`src/rtl/y86_pkg.sv`:
```
// Shared Y86 definitions: instruction codes, default address width, icode type.
package y86_pkg;

    localparam int unsigned Y86_ADDR_W = 64;

    typedef logic [3:0] icode_t;

    localparam icode_t IHALT = 4'd0;
    localparam icode_t INOP  = 4'd1;
    localparam icode_t IJXX  = 4'd7;
    localparam icode_t ICALL = 4'd8;
    localparam icode_t IRET  = 4'd9;

endpackage

```
`src/rtl/ras_stack.sv`:
```
// Return-address stack: circular buffer whose oldest entry is overwritten when
// full; the count saturates at DEPTH and a pop on an empty stack is ignored.
module ras_stack #(
    parameter int unsigned DEPTH = 8,
    parameter int unsigned WIDTH = 64
) (
    input  logic                     clk,
    input  logic                     rst_n,
    input  logic                     push,
    input  logic                     pop,
    input  logic [WIDTH-1:0]         push_data,
    output logic [WIDTH-1:0]         top,
    output logic [$clog2(DEPTH):0]   count,
    output logic                     empty
);

    localparam int unsigned PTR_W = $clog2(DEPTH);
    localparam int unsigned CNT_W = PTR_W + 1;

    logic [WIDTH-1:0] mem [DEPTH];
    logic [PTR_W-1:0] ptr;
    logic [PTR_W-1:0] top_idx;

    // ptr names the next free slot; the top sits one below it (wrapping).
    assign top_idx = ptr - PTR_W'(1);
    assign top     = mem[top_idx];
    assign empty   = (count == CNT_W'(0));

    // Pointer and occupancy; push wins if both are ever asserted.
    always_ff @(posedge clk or negedge rst_n) begin
        if (!rst_n) begin
            ptr   <= '0;
            count <= '0;
        end else if (push) begin
            ptr <= ptr + PTR_W'(1);
            if (count != CNT_W'(DEPTH)) begin
                count <= count + CNT_W'(1);
            end
        end else if (pop && !empty) begin
            ptr   <= top_idx;
            count <= count - CNT_W'(1);
        end
    end

    // Entry storage; contents need no reset since count gates their use.
    always_ff @(posedge clk) begin
        if (push) begin
            mem[ptr] <= push_data;
        end
    end

endmodule

```
`src/rtl/pc_select_ras.sv`:
```
// Fetch PC selection with registered prediction and optional return-address
// stack. Build option PC_RAS_EN: when defined, rets are predicted from the RAS
// and the W stage redirects only on a wrong prediction; otherwise every ret
// that reaches W redirects to its actual return address.
module pc_select_ras
    import y86_pkg::*;
#(
    parameter int unsigned          ADDR_W    = Y86_ADDR_W,
    parameter int unsigned          RAS_DEPTH = 8,
    parameter logic [ADDR_W-1:0]    RESET_PC  = '0
) (
    input  logic                        clk,
    input  logic                        rst_n,
    input  logic                        f_stall,
    input  logic [3:0]                  f_icode,
    input  logic [ADDR_W-1:0]           f_valC,
    input  logic [ADDR_W-1:0]           f_valP,
    input  logic [3:0]                  m_icode,
    input  logic                        m_cnd,
    input  logic [ADDR_W-1:0]           m_valA,
    input  logic [3:0]                  w_icode,
    input  logic [ADDR_W-1:0]           w_valM,
    input  logic [ADDR_W-1:0]           w_pred_tgt,
    output logic [ADDR_W-1:0]           f_pc,
    output logic [ADDR_W-1:0]           pred_pc,
    output logic [ADDR_W-1:0]           f_pred_tgt,
    output logic                        redirect,
    output logic [$clog2(RAS_DEPTH):0]  ras_count
);

    logic mismatch;
    logic w_ret_fix;
    logic m_mispred;

`ifdef PC_RAS_EN
    logic [ADDR_W-1:0] ras_top;
    logic              ras_empty;
    logic              ras_push;
    logic              ras_pop;

    assign ras_push = !f_stall && (f_icode == ICALL);
    assign ras_pop  = !f_stall && (f_icode == IRET);
    assign mismatch = (w_valM != w_pred_tgt);

    ras_stack #(
        .DEPTH (RAS_DEPTH),
        .WIDTH (ADDR_W)
    ) u_ras (
        .clk       (clk),
        .rst_n     (rst_n),
        .push      (ras_push),
        .pop       (ras_pop),
        .push_data (f_valP),
        .top       (ras_top),
        .count     (ras_count),
        .empty     (ras_empty)
    );
`else
    logic unused_pred_tgt;

    // Without prediction every ret is treated as mispredicted.
    assign mismatch        = 1'b1;
    assign ras_count       = '0;
    assign unused_pred_tgt = ^w_pred_tgt;
`endif

    assign w_ret_fix = (w_icode == IRET) && mismatch;
    assign m_mispred = (m_icode == IJXX) && !m_cnd;

    // Fetch PC select; the W-stage instruction is older so it wins.
    always_comb begin
        f_pc     = pred_pc;
        redirect = 1'b0;
        if (w_ret_fix) begin
            f_pc     = w_valM;
            redirect = 1'b1;
        end else if (m_mispred) begin
            f_pc     = m_valA;
            redirect = 1'b1;
        end
    end

    // Next-PC prediction from the fetch-stage decode.
    always_comb begin
        f_pred_tgt = f_valP;
        case (f_icode)
            IJXX, ICALL: f_pred_tgt = f_valC;
`ifdef PC_RAS_EN
            IRET:        f_pred_tgt = ras_empty ? f_valP : ras_top;
`endif
            default:     f_pred_tgt = f_valP;
        endcase
    end

    // Predicted-PC register; a stall holds it even across a redirect.
    always_ff @(posedge clk or negedge rst_n) begin
        if (!rst_n) begin
            pred_pc <= RESET_PC;
        end else if (!f_stall) begin
            pred_pc <= f_pred_tgt;
        end
    end

endmodule

```
`config.mk`:
```
export PLATFORM = sky130hd
export DESIGN_NAME = pc_select_ras
export DESIGN_NICKNAME = d
export VERILOG_FILES = /design/src/rtl/y86_pkg.sv /design/src/rtl/ras_stack.sv /design/src/rtl/pc_select_ras.sv
export SDC_FILE = /design/constraint.sdc
export NUM_CORES = 1
export LEC_CHECK = 0
export ABC_CLOCK_PERIOD_IN_PS = 1500
export BUFFER_PORTS_ARGS = -buffer_cell sky130_fd_sc_hd__buf_2
export CORE_AREA = 2 2 209 211
export CTS_CLUSTER_SIZE = 25
export DETAILED_ROUTE_END_ITERATION = 7
export DIE_AREA = 0 0 211 213
export PLACE_DENSITY = 0.47
export SKIP_CTS_REPAIR_TIMING = 1
export SLEW_MARGIN = 10
export SYNTH_ARGS = -nofsm -noshare
export SYNTH_HDL_FRONTEND = slang
export SYNTH_SLANG_ARGS = --single-unit
```
`constraint.sdc`:
```
create_clock -name clk -period 1.5 [get_ports clk]
set_input_delay 0.075 -clock clk [delete_from_list [all_inputs] [get_ports clk]]
set_output_delay 0.075 -clock clk [all_outputs]
set_load 0.05 [all_outputs]
```
Word level (Yosys, flattened, before mapping) --
Index checks and enable logic that the tools add are counted.
Operators by class: multiplexer cells 5, reduce and logical (&&, ||, !) cells 3, eq/ne operators 4
Operator list (count):
- $mux W64 | 3
- $eq A4 B3 Y1 const B | 2
- $eq A4 B4 Y1 const B | 2
- $mux W1 | 2
- $reduce_or A2 Y1 | 1
- $logic_and A1 B1 Y1 | 1
- $logic_not A1 Y1 | 1
Word-level totals: input bits 336, flip-flop bits (word level) 64, output and inout port bits 197, logic and storage cells 13

Longest topological paths before layout --
Gate-level depths: netlist of run 1.
depth in word-level cells 4, gate-level depth with buffers 5, depth with buffers taken out 3

Worst setup path after synthesis of run 1 --
No wires, ideal clock.
kind input-to-output, start in f_icode[1], end out f_pred_tgt[36], stages 5, required time 1.425 ns, buffers on the path 2, setup slack -0.766 ns, arrival 2.191 ns, path through or4b_4 > and2_4 > buf_2 > clkbuf_1 > o21ai_0
Between the ends: cells in the longest elaborated chain, start to end 3, elaborated cells on any way between the ends 4, classes of those cells eq/ne: 2; mux: 1; reduce/logical: 1
Ends and longest elaborated chain:
- start, declared | line pc_select_ras.sv:15 | input logic [3:0] f_icode,
- $eq A4 B3 Y1 / $eq A4 B4 Y1 (equally long branches) | line pc_select_ras.sv:86 | case (f_icode)
- $reduce_or A2 Y1 (*) | line pc_select_ras.sv:86
- $mux W64 (*) | line pc_select_ras.sv:86
- end, declared | line pc_select_ras.sv:26 | output logic [ADDR_W-1:0] f_pred_tgt,
Mark *: on every way between the ends. The rest lies on a longest branch, timed or not.

Final worst setup path of run 1 --
start in f_icode[0], end out f_pred_tgt[17]
Same word-level chain as after synthesis.

==> results of run 1 <==
==> area by class of cell <==
| cell class | instances | area, um^2 | area share |
|---|---|---|---|
| multi-input combinational | 588 | 6070 | 0.455 |
| timing repair buffer | 569 | 4440 | 0.333 |
| sequential | 64 | 1610 | 0.120 |
| tap | 546 | 683 | 0.0512 |
| clock buffer | 12 | 246 | 0.0185 |
| inverter | 65 | 244 | 0.0183 |
| clock inverter | 3 | 42.5 | 0.00319 |
| antenna | 2 | 5.00 | 0.000375 |
==> layer usage <==
layer  vias up  global-route usage  share of wire
met4         0              0.0461          0.020
li1       4000                   -              -
met3        37              0.0312          0.052
met1      4211               0.186           0.41
met2       265               0.261           0.51
met5         -                   0              0
==> synth_stat cells <==
| master | instances | area, um^2 |
|---|---|---|
| nand3_1 | 128 | 641 |
| conb_1 | 1 | 3.75 |
| buf_4 | 4 | 30.0 |
| nand4b_1 | 65 | 569 |
| or4b_4 | 1 | 13.8 |
| clkbuf_1 | 79 | 297 |
| o21ai_1 | 12 | 60.1 |
| o21ai_0 | 117 | 586 |
| o311ai_0 | 8 | 70.1 |
| dfrtp_1 | 64 | 1600 |
| buf_6 | 7 | 78.8 |
| nor2_1 | 64 | 240 |
| buf_1 | 16 | 60.1 |
| nand4bb_1 | 2 | 22.5 |
| o311ai_2 | 56 | 911 |
| nor4bb_1 | 1 | 10.0 |
| inv_1 | 65 | 244 |
| and2_4 | 1 | 8.76 |
| a31oi_1 | 64 | 400 |
| nand2_1 | 64 | 240 |
| buf_2 | 3 | 15.0 |
==> critical path: stages <==
cell and delay [ns]:
buf_6 0.09, or4b_4 0.58, buf_4 0.18, buf_12 0.19, nand3_2 0.17, o21ai_4 0.06
clkbuf_4 0.21
==> cells by family after synthesis <==
| kind of cell | count (synthesis) |
|---|---|
| compound gates | 257 |
| buf+inv | 174 |
| flops | 64 |
| other cells | 1 |
| simple gates | 326 |
==> per-stage QoR <==
stage	util	setup slack [ns]	instances
floorplan	-	-0.0943	825
global placement	0.264	-0.269	1800
finish	0.312	-0.218	1849
detailed placement	0.264	-0.268	1800
CTS	0.271	-0.265	1815
global route	0.312	-0.245	1847
==> final timing paths <==
path                             start        endpoint  slack [ns]  cells past startpoint
hold / removal              f_valP[47]     pred_pc[47]        0.05                      3
max in group asynchronous        rst_n     pred_pc[34]        0.73                      3
min in group asynchronous        rst_n     pred_pc[53]        0.15                      2
setup / recovery            f_icode[0]  f_pred_tgt[17]       -0.22                      7
hold reg to reg            pred_pc[16]     pred_pc[16]        0.51                      2
setup reg to reg            pred_pc[1]      pred_pc[1]        0.67                      3
==> power by group <==
| part | total (mW) | internal [mW] | leakage (nW) | switching (mW) |
|---|---|---|---|---|
| clock network | 2.15 | 1.32 | 0.139 | 0.833 |
| logic | 6.00 | 2.17 | 4.70 | 3.83 |
| registers | 2.12 | 1.93 | 0.778 | 0.198 |
==> run summary, run 1 <==
TritonCTS Sinks - 64
CTS Buf Count - 9
Root Driver - clkbuf_16
Slew Limit Fails - 0
Commonest non-fill, non-tap cell in the layout - buf_2
Post-route cell area - 0.0133 mm^2
First-pass GRT wire length - 50700 um
Commonest non-fill, non-tap cells in the layout - buf_2 (334), buf_6 (90), nand3_2 (85), buf_4 (67), nand4b_1 (65)
Status - finished with violations
Final WS setup - -0.218 ns
Area grow syn2layout - 119%
Initial DRT Pass Iterations - 5
CTS clk-pin slew, worst paths - 0.06 ns
CTS tree - built
VDD IR-drop max - 0.452 mV
WS Path Type - primary input to primary output
Routed via count - 8513
FF+latch count, synth - 64
Period minus WS final - 1.72 ns
Avg Inst Size Synth - 7.42 um^2
Fin Hold WS - 0.0488 ns
Leakage - 5.62 nW
Setup violators final - 86
Share of cells above drive strength 1 - 0.671
CTS Buffer Depth - 2
Yosys cell types - 21
Crit. End Element - primary output
Nets - 1633
CP max FO - 62
Die Span X - 211 um
Hpwl dp - 28500 um
Drt drc - 0
Power, Total - 10.3 mW
Gpl congestion - 0.862
Final period util - 1.15
Post-synthesis mux area share - 0
Critical path arrival - 1.64 ns
Setup TNS - -11.29 ns
Area share of fa/ha/maj cells after synthesis - 0
Tot GR Track Use - 0.150
Die H - 213 um
Register area share after synthesis - 0.262
I/O Buffers - 464
Largest family of logic cells by synthesized area - compound AO/OA/AOI/OAI gates
Compound-Gate Fraction of Synth Area - 0.332
Num rows - 76
Gr ovfl total - 0
CORE AREA - 0.0427 mm^2
Initial core utilization - 0.143
Vias per cell - 4.60
Vias in the first global route - 8311
Max Clk Rate - 582 MHz
Largest net degree at the start of global routing - 67
ANT nets after route - 0
CP Launch Type - primary input
Worst EP required - 1.42 ns
Failing checks - setup timing
Worst Skew - 0 ns
Iteration-0 DRC Markers - 386
# fillers - 4478
Hold WC Path Type - primary input to flip-flop
Max reg flops - 64
Synth Area in XOR/XNOR - 0
Max Cap Viol - 0
Biggest regs - pred_pc: 64 flops
Placement Cell Area - 0.0113 mm^2
Final Hold Vio Count - 0
Worst skew pair latency - 0.35 ns
Pwr dens - 771 mW/mm^2
RSZ-0062 raised after global routing - true
I/O Pins - 533
H-tree levels - 3
Mapped cell area - 0.00610 mm^2
Initial antenna violation count - 3
Yosys warning count - 0
Synth Area in Simple Gates - 0.286
Avg WL per Cell - 20.4 um
WL final - 37700 um
Largest register by flop count - pred_pc
Post-Syn Instances - 822
Die footprint - 0.0449 mm^2
Note: power is estimated with default switching activity, not from simulation.
==> run 2: changes to the inputs <==
==> constraint.sdc (replaced) <==
create_clock -name clk -period 1.5 [get_ports clk]
set_input_delay 0.075 -clock clk [delete_from_list [all_inputs] [get_ports clk]]
set_output_delay 0.075 -clock clk [all_outputs]
set_load 0.02 [all_outputs]
==> run 2 against run 1 <==
Against the previous run: the run still ends with setup timing left; worst setup slack improved by 0.064 ns; clock-buffer cell count grew 1; sequential share of layout area is 2.0 points higher; critical path type unchanged; critical endpoint is now f_pred_tgt[28]; largest power group unchanged.
==> run summary, run 2 (synthesis gave the netlist of run 1 again) <==
CTS Buffer Depth - 2
Largest register by flop count - pred_pc
CTS tree - built
Commonest non-fill, non-tap cells in the layout - buf_2 (358), buf_4 (149), nand3_1 (75), nand4b_1 (65)
RSZ-0062 raised after global routing - true
Die Span X - 211 um
Largest net degree at the start of global routing - 65
Slew Limit Fails - 0
Gpl congestion - 0.915
CP delay by family, top - simple AND/OR/NAND/NOR gates
Worst-Margin Slew - 0.612 ns
CP max FO - 50
Max stage delay on crit path - 0.56 ns
Hold WC Path Type - primary input to flip-flop
Worst Skew - 0 ns
Failing checks - setup timing
Initial DRT Pass Iterations - 5
Iteration-0 DRC Markers - 443
H-tree levels - 3
Switching Fraction - 0.408
Worst skew pair latency - 0.36 ns
Critical path arrival - 1.58 ns
Drt drc - 0
Die H - 213 um
TritonCTS Sinks - 64
I/O Pins - 533
Period minus WS final - 1.65 ns
Num rows - 76
Worst EP required - 1.42 ns
Post-route cell area - 0.0114 mm^2
Vias in the first global route - 7943
Die footprint - 0.0449 mm^2
Initial core utilization - 0.143
Max Clk Rate - 605 MHz
Max stage delay cell, worst path - or4b_4
Critical-path cell list - buf_6 -> or4b_4 -> and2_4 -> buf_12 -> o21ai_1 -> buf_2
Int Pwr - 4.70 mW
First-pass GRT wire length - 46900 um
Vias per cell - 4.64
Biggest regs - pred_pc: 64 flops
Max Cap Viol - 0
Final period util - 1.10
Area grow syn2layout - 87.1%
ANT nets after route - 0
Max reg flops - 64
Crit. End Element - primary output
Pwr dens - 696 mW/mm^2
Combinational Power Share - 0.477
CTS Buf Count - 9
Commonest non-fill, non-tap cell in the layout - buf_2
Clock power share - 0.255
Routed via count - 8627
Avg WL per Cell - 20.6 um
Root Driver - clkbuf_16
I/O Buffers - 464
VDD IR-drop max - 0.367 mV
CORE AREA - 0.0427 mm^2
WL final - 38300 um
Fin util - 0.267
Seq pwr share - 0.268
Tot GR Track Use - 0.138
Share of cells above drive strength 1 - 0.591
WS Path Type - primary input to primary output
Final WS setup - -0.154 ns
Nets - 1644
Placement Cell Area - 0.00959 mm^2
CTS clk-pin slew, worst paths - 0.06 ns
P_sw - 3.25 mW
Initial antenna violation count - 5
Setup violators final - 124
Final Hold Vio Count - 0
Leakage - 5.22 nW
Gr ovfl total - 0
# fillers - 4662
Status - finished with violations
Hpwl dp - 25600 um
Worst slew margin - 0.592
Power, Total - 7.95 mW
CP Launch Type - primary input
Number of buffers and inverters on the critical path - 3
run 2: cell count changes in the layout (fill, tap and decap cells not counted), sizes merged:
| cell | change |
|---|---|
| and2 | -1 |
| buf | +30 |
| bufinv | -1 |
| clkbuf | -17 |
| clkinv | +1 |
run 2: through the flow:
| stage | hold slack, ns | setup WS [ns] | setup TNS (ns) | cells |
|---|---|---|---|---|
| after floorplan | -0.221 | -0.140 | -5.18 | 825 |
| after global placement | 0.115 | -0.165 | -13.08 | 1811 |
| after detailed placement | 0.118 | -0.202 | -14.85 | 1811 |
| after CTS | -0.282 | -0.171 | -9.77 | 1827 |
| after global routing | 0.0113 | -0.176 | -13.61 | 1861 |
| final | 0.0323 | -0.154 | -7.52 | 1861 |
run 2: final cells by class:
type,instances,area [um^2],area share
multi-input combinational,587,4540,0.397
tap,546,683,0.0598
timing repair buffer,581,4080,0.357
inverter,65,244,0.0214
clock inverter,3,17.5,0.00153
antenna,2,5.00,0.000438
sequential,64,1600,0.140
clock buffer,13,250,0.0219
run 2: worst paths after layout:
kind                              from        endpoint  slack (ns)  cells past startpoint
max                         f_icode[1]  f_pred_tgt[28]       -0.15                      6
min                         f_valP[54]     pred_pc[54]        0.03                      3
max reg2reg                pred_pc[52]     pred_pc[52]        0.64                      3
min reg2reg                 pred_pc[2]      pred_pc[2]        0.52                      2
max in group asynchronous        rst_n     pred_pc[49]        0.88                      3
min in group asynchronous        rst_n     pred_pc[21]        0.30                      3
run 2: worst min-delay path, stage by stage:
cell and delay (ns):
buf_2 0.09, nand4b_1 0.09, o311ai_0 0.10
run 2: power groups by stage:
stage	Clock, mW	Combinational, mW	Sequential [mW]
3_3_place_gp	0	3.26	2.13
2_1_floorplan	0	1.58	2.32
4_1_cts	2.11	3.27	2.11
5_1_grt	2.21	4.04	2.16
6_report	2.02	3.79	2.13
3_5_place_dp	0	3.26	2.14
run 2: routing by layer:
| layer | global-route usage | vias up | share of wire |
|---|---|---|---|
| met4 | 0.0554 | 2 | 0.033 |
| li1 | - | 4021 | - |
| met2 | 0.230 | 377 | 0.49 |
| met5 | 0 | - | 0.00024 |
| met1 | 0.172 | 4163 | 0.41 |
| met3 | 0.0321 | 64 | 0.070 |
==> run 3: changes to the inputs <==
- CORE_AREA: 2 2 209 211 -> 5 5 201 203
- DIE_AREA: 0 0 211 213 -> 0 0 206 208
- PLACE_DENSITY: 0.47 -> 0.5
==> run 3 against run 2 <==
Against the previous run: the run still ends with setup timing left; routed wire length decreased by 6.4%; sequential power is essentially flat; non-clock buffer count shrank 41; hold slack better by 0.0046 ns; critical path type unchanged.
==> run summary, run 3 (synthesis gave the netlist of run 1 again) <==
Biggest regs - pred_pc: 64 flops
Max reg flops - 64
Worst Skew - 0 ns
Setup violators final - 84
WL final - 35800 um
Drt drc - 0
CP max FO - 35
Iteration-0 DRC Markers - 555
Max stage delay on crit path - 0.53 ns
Commonest non-fill, non-tap cells in the layout - buf_2 (394), buf_4 (97), nand3_1 (92), o21ai_0 (81), nand4b_1 (65)
Hpwl dp - 26200 um
Max Clk Rate - 605 MHz
Slew Limit Fails - 0
I/O Buffers - 464
TritonCTS Sinks - 64
Final WS setup - -0.153 ns
Largest net degree at the start of global routing - 65
Crit. End Element - primary output
R2R cell count - 3
Commonest non-fill, non-tap cell in the layout - buf_2
Worst slew margin - 0.622
Routed via count - 8443
Area grow syn2layout - 74.4%
Gpl congestion - 0.875
R2R Setup Slk - 0.67 ns
Setup crit start - f_icode[0]
Status - finished with violations
VDD IR-drop max - 0.520 mV
First-pass GRT wire length - 48700 um
ANT nets after route - 0
Worst EP required - 1.42 ns
Num rows - 72
Worst setup path endpoint - f_pred_tgt[21]
Nets - 1603
# fillers - 4210
WHS Path Cells - 3
I/O Pins - 533
Max stage delay cell, worst path - or4b_4
CTS clk-pin slew, worst paths - 0.07 ns
RSZ-0062 raised after global routing - true
Worst-Margin Slew - 0.567 ns
Switching Fraction - 0.403
Cell mode on critical path - buf_2
Initial core utilization - 0.159
Clock power share - 0.283
Die footprint - 0.0428 mm^2
WS Path Type - primary input to primary output
Fin util - 0.278
Worst skew pair latency - 0.34 ns
Die H - 208 um
Largest register by flop count - pred_pc
Leakage - 4.90 nW
Root Driver - clkbuf_16
Seq pwr share - 0.265
Combinational Power Share - 0.452
Tot GR Track Use - 0.145
Die Span X - 206 um
Max Cap Viol - 0
CTS Buf Count - 9
Avg WL per Cell - 20.0 um
Vias per cell - 4.71
Critical-path cell list - buf_2 -> or4b_4 -> and2_4 -> buf_12 -> o21ai_0 -> buf_2
H-tree levels - 3
Reg-to-reg endpoint - pred_pc[37]
Pwr dens - 745 mW/mm^2
Hold WC Path Type - primary input to flip-flop
P_sw - 3.19 mW
Initial antenna violation count - 3
CTS tree - built
Gr ovfl total - 0
Vias in the first global route - 8154
Final Hold Vio Count - 0
Failing checks - setup timing
CORE AREA - 0.0383 mm^2
Reg2reg start - pred_pc[37]
Period minus WS final - 1.65 ns
Critical path arrival - 1.58 ns
Final period util - 1.10
Fin Hold WS - 0.0369 ns
CP Launch Type - primary input
Setup WS pre-CTS - -0.216 ns
CTS Buffer Depth - 2
Int Pwr - 4.74 mW
Initial DRT Pass Iterations - 5
Share of cells above drive strength 1 - 0.547
## run 3: how the worst min path moves through the flow
stage / startpoint / endpoint / slack [ns]
CTS: rst_n / pred_pc[17] / -0.26
global route: f_valC[0] / pred_pc[0] / 0.03
floorplan: rst_n / pred_pc[0] / -0.22
detailed placement: rst_n / pred_pc[17] / 0.12
finish: f_valC[19] / pred_pc[19] / 0.04
global placement: rst_n / pred_pc[18] / 0.13
## run 3: area by class of cell
type	count	area, um^2	share of cell area
multi-input cells	587	4300	0.404
repair buffers	540	3540	0.333
clock inverters	4	53.8	0.00506
flip-flops and latches	64	1600	0.150
diodes	1	2.50	0.000235
inverters	65	244	0.0229
well taps	518	648	0.0609
clock buffers	12	246	0.0232
## run 3: worst max-delay path, delay by kind of cell
kind,cells,cell delay [ns]
simple gates,2,0.78
compound gates,1,0.19
buf+inv,3,0.51
## run 3: power groups by stage
stage	Combinational, mW	Clock, mW	Sequential [mW]
after global routing	3.83	2.42	2.14
after CTS	3.30	2.34	2.11
after floorplan	1.58	0	2.32
final	3.58	2.25	2.10
after detailed placement	3.30	0	2.14
after global placement	3.29	0	2.13
## run 3: routing by layer
metal | up-vias | global-route usage | wire (um)
li1 | 3918 | - | -
met1 | 4056 | 0.178 | 14300
met2 | 407 | 0.252 | 17800
met3 | 58 | 0.0282 | 2580
met4 | 4 | 0.0503 | 1060
met5 | - | 0 | 21
## run 3: metrics by stage
| step | total power [mW] | cells | TNS (ns) | instance area [um^2] |
|---|---|---|---|---|
| floorplan | 3.90 | 825 | -5.18 | 6180 |
| global placement | 5.42 | 1760 | -9.43 | 9480 |
| detailed placement | 5.43 | 1760 | -11.37 | 9480 |
| CTS | 7.75 | 1776 | -8.43 | 9780 |
| global route | 8.39 | 1791 | -10.97 | 10600 |
| finish | 7.93 | 1791 | -5.81 | 10600 |
